--- config.mk ---
export PLATFORM = sky130hd
export DESIGN_NAME = reaction_round_ctrl
export DESIGN_NICKNAME = d
export VERILOG_FILES = /design/src/rtl/reaction_round_ctrl.sv
export SDC_FILE = /design/constraint.sdc
export NUM_CORES = 1
export LEC_CHECK = 0
export CORE_MARGIN = 2
export CORE_UTILIZATION = 30
export DETAILED_ROUTE_END_ITERATION = 12
export PLACE_DENSITY = 0.61
export SLEW_MARGIN = 20
export SYNTH_ARGS = -nofsm -noshare
export SYNTH_HDL_FRONTEND = slang
export SYNTH_SLANG_ARGS = --single-unit
--- constraint.sdc ---
create_clock -name clk -period 2.9 [get_ports clk]
set_clock_uncertainty 0.1 [all_clocks]
set_input_delay 0.29 -clock clk [delete_from_list [all_inputs] [get_ports clk]]
set_output_delay 0.29 -clock clk [all_outputs]
set_load 0.01 [all_outputs]
--- src/rtl/reaction_round_ctrl.sv ---
// Round controller for the reaction game: random countdown, go window, result hold,
// round-robin winner arbitration and saturating scores. Optional false-start handling: FALSE_START_EN.
module reaction_round_ctrl #(
    parameter int NPLAYERS    = 4,
    parameter int SCORE_W     = 4,
    parameter int DELAY_W     = 8,
    parameter int MIN_DELAY   = 64,
    parameter int TIMEOUT     = 1023,
    parameter int HOLD_CYCLES = 255
) (
    input  logic                          clk,
    input  logic                          rst,
    input  logic                          start,
    input  logic [NPLAYERS-1:0]           press,
    output logic                          busy,
    output logic                          go,
    output logic                          winner_valid,
    output logic [2:0]                    winner_id,
    output logic                          round_done,
    output logic [NPLAYERS-1:0]           foul,
    output logic [NPLAYERS*SCORE_W-1:0]   scores
);

    localparam int WAIT_MAX = MIN_DELAY + (1 << DELAY_W) - 1;
    localparam int AH_MAX   = (TIMEOUT > HOLD_CYCLES) ? TIMEOUT : HOLD_CYCLES;
    localparam int CNT_MAX  = (WAIT_MAX > AH_MAX) ? WAIT_MAX : AH_MAX;
    localparam int CNT_W    = $clog2(CNT_MAX + 1);
    localparam logic [SCORE_W-1:0] SCORE_MAX = '1;

    typedef enum logic [1:0] {
        ST_IDLE,
        ST_WAIT,
        ST_ARMED,
        ST_RESULT
    } state_t;

    state_t               state_q, state_d;
    logic [CNT_W-1:0]     cnt_q, cnt_d;
    logic [2:0]           ptr_q, ptr_d;
    logic [15:0]          lfsr_q, lfsr_d;
    logic [NPLAYERS-1:0]  foul_q, foul_d;
    logic                 win_valid_q, win_valid_d;
    logic [2:0]           win_id_q, win_id_d;
    logic                 round_done_q, round_done_d;
    logic [SCORE_W-1:0]   score_q [NPLAYERS];
    logic [SCORE_W-1:0]   score_d [NPLAYERS];

    logic [7:0]           elig8;
    logic [3:0]           rr_sum;
    logic [2:0]           rr_idx;
    logic                 win_found;
    logic [2:0]           win_idx;

    function automatic logic [SCORE_W-1:0] sat_inc(input logic [SCORE_W-1:0] v);
        return (v == SCORE_MAX) ? v : v + 1'b1;
    endfunction

`ifdef FALSE_START_EN
    function automatic logic [SCORE_W-1:0] sat_dec(input logic [SCORE_W-1:0] v);
        return (v == '0) ? v : v - 1'b1;
    endfunction
`endif

    // Fibonacci form of x^16+x^14+x^13+x^11+1, shifting toward bit 0
    assign lfsr_d = {lfsr_q[0] ^ lfsr_q[2] ^ lfsr_q[3] ^ lfsr_q[5], lfsr_q[15:1]};

    // Round-robin pick: first eligible player at or after ptr, wrapping at NPLAYERS
    always_comb begin
        elig8     = 8'(press & ~foul_q);
        win_found = 1'b0;
        win_idx   = '0;
        rr_sum    = '0;
        rr_idx    = '0;
        for (int k = 0; k < NPLAYERS; k++) begin
            rr_sum = {1'b0, ptr_q} + 4'(k);
            if (rr_sum >= 4'(NPLAYERS)) begin
                rr_sum = rr_sum - 4'(NPLAYERS);
            end
            rr_idx = rr_sum[2:0];
            if (!win_found && elig8[rr_idx]) begin
                win_found = 1'b1;
                win_idx   = rr_idx;
            end
        end
    end

    always_comb begin
        state_d      = state_q;
        cnt_d        = cnt_q;
        ptr_d        = ptr_q;
        foul_d       = foul_q;
        win_valid_d  = win_valid_q;
        win_id_d     = win_id_q;
        round_done_d = 1'b0;
        score_d      = score_q;

        case (state_q)
            ST_IDLE: begin
                if (start) begin
                    state_d = ST_WAIT;
                    cnt_d   = CNT_W'(MIN_DELAY) + CNT_W'(lfsr_q[DELAY_W-1:0]);
                    foul_d  = '0;
                end
            end
            ST_WAIT: begin
`ifdef FALSE_START_EN
                // Only the first false start of a round costs a point
                for (int i = 0; i < NPLAYERS; i++) begin
                    if (press[i] && !foul_q[i]) begin
                        foul_d[i]  = 1'b1;
                        score_d[i] = sat_dec(score_q[i]);
                    end
                end
`endif
                if (cnt_q == '0) begin
                    state_d = ST_ARMED;
                    cnt_d   = CNT_W'(TIMEOUT);
                end else begin
                    cnt_d = cnt_q - 1'b1;
                end
            end
            ST_ARMED: begin
                // A press on the final timeout cycle still wins
                if (win_found) begin
                    state_d     = ST_RESULT;
                    cnt_d       = CNT_W'(HOLD_CYCLES);
                    win_valid_d = 1'b1;
                    win_id_d    = win_idx;
                    ptr_d       = (win_idx == 3'(NPLAYERS - 1)) ? 3'd0 : win_idx + 3'd1;
                    for (int i = 0; i < NPLAYERS; i++) begin
                        if (win_idx == 3'(i)) begin
                            score_d[i] = sat_inc(score_q[i]);
                        end
                    end
                end else if (cnt_q == '0) begin
                    state_d     = ST_RESULT;
                    cnt_d       = CNT_W'(HOLD_CYCLES);
                    win_valid_d = 1'b0;
                end else begin
                    cnt_d = cnt_q - 1'b1;
                end
            end
            ST_RESULT: begin
                if (cnt_q == '0) begin
                    state_d      = ST_IDLE;
                    win_valid_d  = 1'b0;
                    round_done_d = 1'b1;
                end else begin
                    cnt_d = cnt_q - 1'b1;
                end
            end
            default: begin
                state_d = ST_IDLE;
            end
        endcase
    end

    always_ff @(posedge clk or posedge rst) begin
        if (rst) begin
            state_q      <= ST_IDLE;
            cnt_q        <= '0;
            ptr_q        <= '0;
            lfsr_q       <= 16'hACE1;
            foul_q       <= '0;
            win_valid_q  <= 1'b0;
            win_id_q     <= '0;
            round_done_q <= 1'b0;
            for (int i = 0; i < NPLAYERS; i++) begin
                score_q[i] <= '0;
            end
        end else begin
            state_q      <= state_d;
            cnt_q        <= cnt_d;
            ptr_q        <= ptr_d;
            lfsr_q       <= lfsr_d;
            foul_q       <= foul_d;
            win_valid_q  <= win_valid_d;
            win_id_q     <= win_id_d;
            round_done_q <= round_done_d;
            score_q      <= score_d;
        end
    end

    always_comb begin
        scores = '0;
        for (int i = 0; i < NPLAYERS; i++) begin
            scores[i*SCORE_W +: SCORE_W] = score_q[i];
        end
    end

    assign busy         = (state_q != ST_IDLE);
    assign go           = (state_q == ST_ARMED);
    assign winner_valid = win_valid_q;
    assign winner_id    = win_id_q;
    assign round_done   = round_done_q;
    assign foul         = foul_q;

endmodule

# --- Word level (Yosys, flattened, before mapping) ---
# Cells that the tools add are included.
word_totals:
  input_bits: 7
  out_inout_bits: 27
  elab_cells: 111
  reg_bits: 52
op_classes:
  n_eq_ne: 15
  magnitude_cmp: 8
  n_addsub: 14
  reduce_logical: 18
  bitwise_logic: 7
  muxes: 38
ops:
  columns: ["operator", "count"]
  rows:
  - ["$mux 10", 5]
  - ["$pmux 10 s4", 1]
  - ["$mux 3", 9]
  - ["$reduce_and 4->1", 5]
  - ["$add 4x1->4 const B", 4]
  - ["$eq 4x4->1 const B", 4]
  - ["$lt 3x4->1 const B", 4]
  - ["$bmux 1 s3", 4]
  - ["$ge 4x3->1 const B", 3]
  - ["$mux 1", 12]
  - ["$sub 3x3->3 const B", 4]
  - ["$logic_not 10->1", 1]
  - ["$mux 2", 5]
  - ["$sub 10x1->10 const B", 1]
  - ["$add 7x8->9 const A", 1]
  - ["$add 3x2->4 const B", 2]
  - ["$ne 2x2->1 const B", 4]
  - ["$pmux 2 s4", 1]
  - ["$eq 3x2->1 const B", 2]
  - ["$add 3x1->4 const B", 1]
  - ["$eq 2x2->1 const B", 2]
  - ["$not 1->1", 4]
  - ["$reduce_and 2->1", 2]
  - ["$reduce_bool 2->1", 2]
  - ["other kinds (11)", 17]

# --- Longest topological paths before layout ---
# Gate-level depths: netlist of run 1.
logic_depth:
  depth_word: 16
  ltp_mapped: 12
  mapped_depth_nobuf: 11

# --- Worst setup path before layout of run 1 ---
# Ideal clock, no wire load.
synth_path:
  kind: "register to register"
  start: "register ptr_q[1]"
  end: "register score_q, in the netlist scores[13]"
  slack_ns: -0.185
  path_stages_with_launch: 13
  setup_ns: 0.125
  path_buffers: 1
  required_ns: 2.675
  arrival_ns: 2.860
  synth_period_minus_slack_ns: 3.085
  path_cell_list: "dfrtp_1 > buf_2 > inv_1 > ha_1 > mux4_2 > nand2_1 > a21oi_1 > xnor2_1 > and2_1 > ha_1 > nand2_1 > nor2_1 > mux2_2"
synth_via:
  elab_chain_cells: 16
  elab_cells_between_ends: 39
  cone_classes: "add/sub (7); order compare (4); eq/ne (1); mux (20); reduce/logical (7)"
synth_lines:
  columns: ["element", "line_no", "text"]
  rows:
  - ["start, declared", "39", "logic [2:0] ptr_q, ptr_d;"]
  - ["start signal, assigned", "174", "ptr_q <= ptr_d;"]
  - ["branches (longest 13 deep; another with $add 3x1->4)", null, null]
  - ["$mux 3 (*)", "80", "if (!win_found && elig8[rr_idx]) begin"]
  - ["named net win_idx[0]", "52", "logic [2:0] win_idx;"]
  - ["$eq 3x2->1 (*)", "131", "if (win_idx == 3'(i)) begin"]
  - ["$reduce_and 4->1 (no source line) (*)", null, null]
  - ["end signal, assigned", "180", "score_q <= score_d;"]
  - ["end, declared", "45", "logic [SCORE_W-1:0] score_q [NPLAYERS];"]
# Mark *: on every way through the listed nets, which the timed path passes. The select of a mux whose other input is x is not followed.
# A chain may end at the register's enable or synchronous reset.

# --- Worst setup path after layout of run 1 ---
layout_path:
  start: "register ptr_q[0]"
  end: "register score_q, in the netlist scores[13]"
# The elaborated chain is that of the path after synthesis.

==> flow_summary.toml, run 1 <==
[power_and_ir_drop]
share_seq_of_total_power_pct = 28.6
cellPowerDensity_nw_per_um2 = 1020
cell_internal_pwr_uw = 2119
vdd.ir_drop.worst_mv = 0.4094
p_leak_uw = 0.001547
netSwitchingFraction_pct = 42.56
p_total_uw = 3689
combinationalPowerShare_pct = 59.5
power_frac_clock_pct = 12.0
power_switching_uw = 1570

[synthesis]
post_synth_inst_count = 273
yosys_warnings = 0
post_synth_mux_area_share_pct = 6.843
synth_top_family_by_area = "simple AND/OR/NAND/NOR gates"
synth.cell_area_sq_um = 2925
synth_fa_ha_area_share_pct = 7.699
synth_async_sr_flop_share_pct = 100.0
synthesis.area_per_instance_sq_um = 10.72
synth_top_flop_cell = "dfrtp_1"
synth_edf_count = 0
synth_simple_gate_area_share_pct = 17.41
ys_seq_elements = 52
yosysUniqueCellTypes = 63
synth-compound-area-share_pct = 14.16
synth_xor_xnor_area_share_pct = 4.790
synth_sequential_area_ratio_pct = 44.82

[drt]
drt-wirelength-per-cell_microns = 13.65
dr_total_vias = 2203
route.antenna.remaining_nets = 0
first_pass_iters = 4
detail_route.vias_per_cell = 4.852
detailedRoute.firstIterationViolations = 73
wirelength_microns = 6197
drc = 0

[clock_network]
cts_tree = "built"
cts_htree_levels = 2
clkLatencyLatePin_ps = 310
cts.reportedPaths.clkPinSlew_ps = 100
clock_tree.root_cell = "clkbuf_8"
cts_hold_buffers = 0
tritoncts_buffers = 5
max-clock-path-buffers = 2
clock_sinks = 52

[global_routing]
global_route_usage_over_all_layers_pct = 12.92
first_global_vias = 2200
met3_demand_to_capacity_share_in_global_routing_pct = 3.525
met2_usage_pct = 20.76
antenna_found_initial = 0
globalRoute.busiestLayer = "met2"
groute.layer.met1.usage_pct = 17.48
grt_pass1_wl_microns = 10760
grt.overflow.total = 0
pin_count_of_the_biggest_net_entering_global_routing = 25

[placement]
placedCellCount = 444
hpwlAfterDp_microns = 4618
gpl.final_weighted_congestion = 0.8021
buffers_on_ports = 29

[critical_path]
worstPathMaxFanout = 4
critPathArrivalTime_ps = 2910
crit_path_max_incr_delay_ps = 550
critPathKind = "reg -> reg"
worst_path_max_delay_cell = "mux4_2"
critical-path-top-delay-family = "multiplexers"
critical_path.cell_chain = "inv_2, ha_4, mux4_2, nand2_4, a21oi_1, xnor2_1, and2_4, ha_2, nand2_2, nor2_4, mux2_4"
worst_setup_path_startpoint = "ptr_q[0]"
worstSetupEndpointType = "register"
worst_setup_path_start_kind = "register"
worst_r2r_startpoint = "ptr_q[0]"
critical_path.n_buffers_inverters = 1
worst-endpoint-required_ps = 3010

[timing]
final-max-slew-violation-count = 0
holdWs_ps = 224.3
rsz0062_at_grt = "true"
fmax_ghz = 0.3565
max_slew.worst_pin.slew_ps = 533.7
post-route-period-util_pct = 96.72
setup_viol = 0
finalCriticalPeriod_ps = 2805
final_hold_viol_count = 0
timing.max_slew.rel_slack_pct = 64.31
setup_total_negative_slack_ps = 0

[floorplanning]
die_outline_width_microns = 102.7
die_ht_microns = 102.7
ioPinCount = 34
fp-row-count = 36
die_area_sq_um = 10560
core_sq_um = 9639
starting_density_of_the_core_pct = 30.35

[status]
status = "finished clean"

[finish]
final_cell_count_no_fill = 454
diodes = 0
finalCoreUtilization_pct = 37.54
drive_above_1_share_pct = 21.50
fill_cells = 990
nets = 345
relative_area_change_from_synthesis_to_final_layout_pct = 23.70

[job]
maxCapViolCount = 0

[min_path]
hp-class = "in -> async"
[power groups by stage]
stage	sequential, uW	clock [uW]	combinational [uW]
final	1050	442	2190
after global routing	1080	486	2460
after CTS	1050	460	2150
after detailed placement	1070	0	2140
after global placement	1060	0	2110
after floorplan	1070	0	1450
[state kept, by name, indices dropped and copies added (netlist names)]
| name | count |
|---|---|
| winner_id | 3 |
| cnt_q | 10 |
| round_done | 1 |
| ptr_q | 3 |
| state_q | 2 |
| winner_valid | 1 |
| lfsr_q | 16 |
| scores | 16 |
[synth_stat cells, drive strengths merged (2+ instances only)]
library cell	n	area [sq um]
o21ai	13	65.06
o31ai	4	43.79
nand4	7	43.79
mux4	3	71.32
o211ai	5	37.54
clkbuf	3	11.26
a21oi	10	50.05
nor2	13	56.30
xnor2	7	61.31
a41o	2	20.02
nor3	7	35.03
nand3b	3	22.52
nor4	3	25.02
mux2	9	108.9
buf	7	57.55
inv	14	52.55
nand2b	5	31.28
a22o	2	18.77
nor2b	2	12.51
o221ai	2	17.52
dfstp	8	210.2
nor3b	2	15.01
or4	2	15.01
mux2i	2	20.02
a41oi	4	42.55
nand3	13	65.06
nand2	23	86.33
a2111oi	2	17.52
ha	18	225.2
and2	6	42.54
or3	2	13.77
dfrtp	44	1101
a31oi	2	18.77
nor4b	2	23.77
xor2	9	78.83
[what timing repair did]
item,CTS,global route
setup buffers,0,2
setup endpoints to repair,0,3
gates resized for setup,0,5
[worst reg2reg max path: stages, from the launching register on]
cell     delay, ps
dfrtp_1        370
inv_2           60
ha_4           290
mux4_2         550
nand2_4        100
a21oi_1         80
xnor2_1        240
and2_4         190
ha_2           210
nand2_2         80
nor2_4         130
mux2_4         300
[placed cells by master (no fill, tap or decap), drive strengths merged, types with 6 or more instances in the layout]
cell type,Yosys,routed
a21oi,10,10
and2,6,6
buf,7,18
clkdlybuf4s50,0,29
dfrtp,44,44
dfstp,8,8
ha,18,18
inv,14,15
mux2,9,9
nand2,23,23
nand3,13,13
nand4,7,7
nor2,13,13
nor3,7,7
o21ai,13,13
xnor2,7,7
xor2,9,9
[final timing paths]
check / to / slack, ps / cells past startpoint
worst max-delay path: scores[13] / 100 / 11
worst min-delay path: scores[6] / 220 / 2
worst max register to register: scores[13] / 100 / 11
worst min register to register: lfsr_q[8] / 260 / 0
max in group asynchronous: lfsr_q[0] / 1830 / 3
min in group clk: lfsr_q[8] / 260 / 0
[cell type report]
class                   count  area, sq um  area share, %
well taps                 133        166.4          4.599
flip-flops and latches     52         1311          36.24
repair buffers             47        437.9          12.10
clock inverters             3        27.53         0.7607
inverters                  14        52.55          1.452
clock buffers               5        68.82          1.902
multi-input cells         200         1554          42.95
[metrics by stage]
step,setup WS [ps],instance area [sq um]
after floorplan,-4.544,2978
after global placement,57.60,3496
after detailed placement,-0.9086,3496
after CTS,68.36,3592
after global routing,-32.11,3618
final,95.25,3618
[routing by layer]
layer / up-vias / routed length, microns / part of all wire (%)
met5: - / 0 / 0
met4: 0 / 46 / 0.74
li1: 1087 / - / -
met1: 1067 / 2898 / 47
met3: 4 / 358 / 5.8
met2: 45 / 2893 / 47
[kinds of logic after synthesis]
kind of cell / Yosys count
simple gates: 93
compound gates: 55
flops: 52
buf+inv: 24
fa+ha+maj: 18
xor+xnor: 16
mux: 14
other cells: 1
Note: power is estimated with default switching activity, not from simulation.
==> run 2: changes to the inputs <==
--- a/config.mk
+++ b/config.mk
@@ -5,6 +5,7 @@
 export SDC_FILE = /design/constraint.sdc
 export NUM_CORES = 1
 export LEC_CHECK = 0
+export CAP_MARGIN = 15
 export CORE_MARGIN = 2
 export CORE_UTILIZATION = 30
 export DETAILED_ROUTE_END_ITERATION = 12
==> results of run 2 <==
The final DEF is identical to that of run 1; final timing and power are the same.
==> run 3: changes to the inputs <==
--- a/config.mk
+++ b/config.mk
@@ -5,6 +5,7 @@
 export SDC_FILE = /design/constraint.sdc
 export NUM_CORES = 1
 export LEC_CHECK = 0
+export ABC_CLOCK_PERIOD_IN_PS = 2900
 export CAP_MARGIN = 15
 export CORE_MARGIN = 2
 export CORE_UTILIZATION = 30
==> results of run 3 <==
The final DEF is identical to that of run 1; final timing and power are the same.
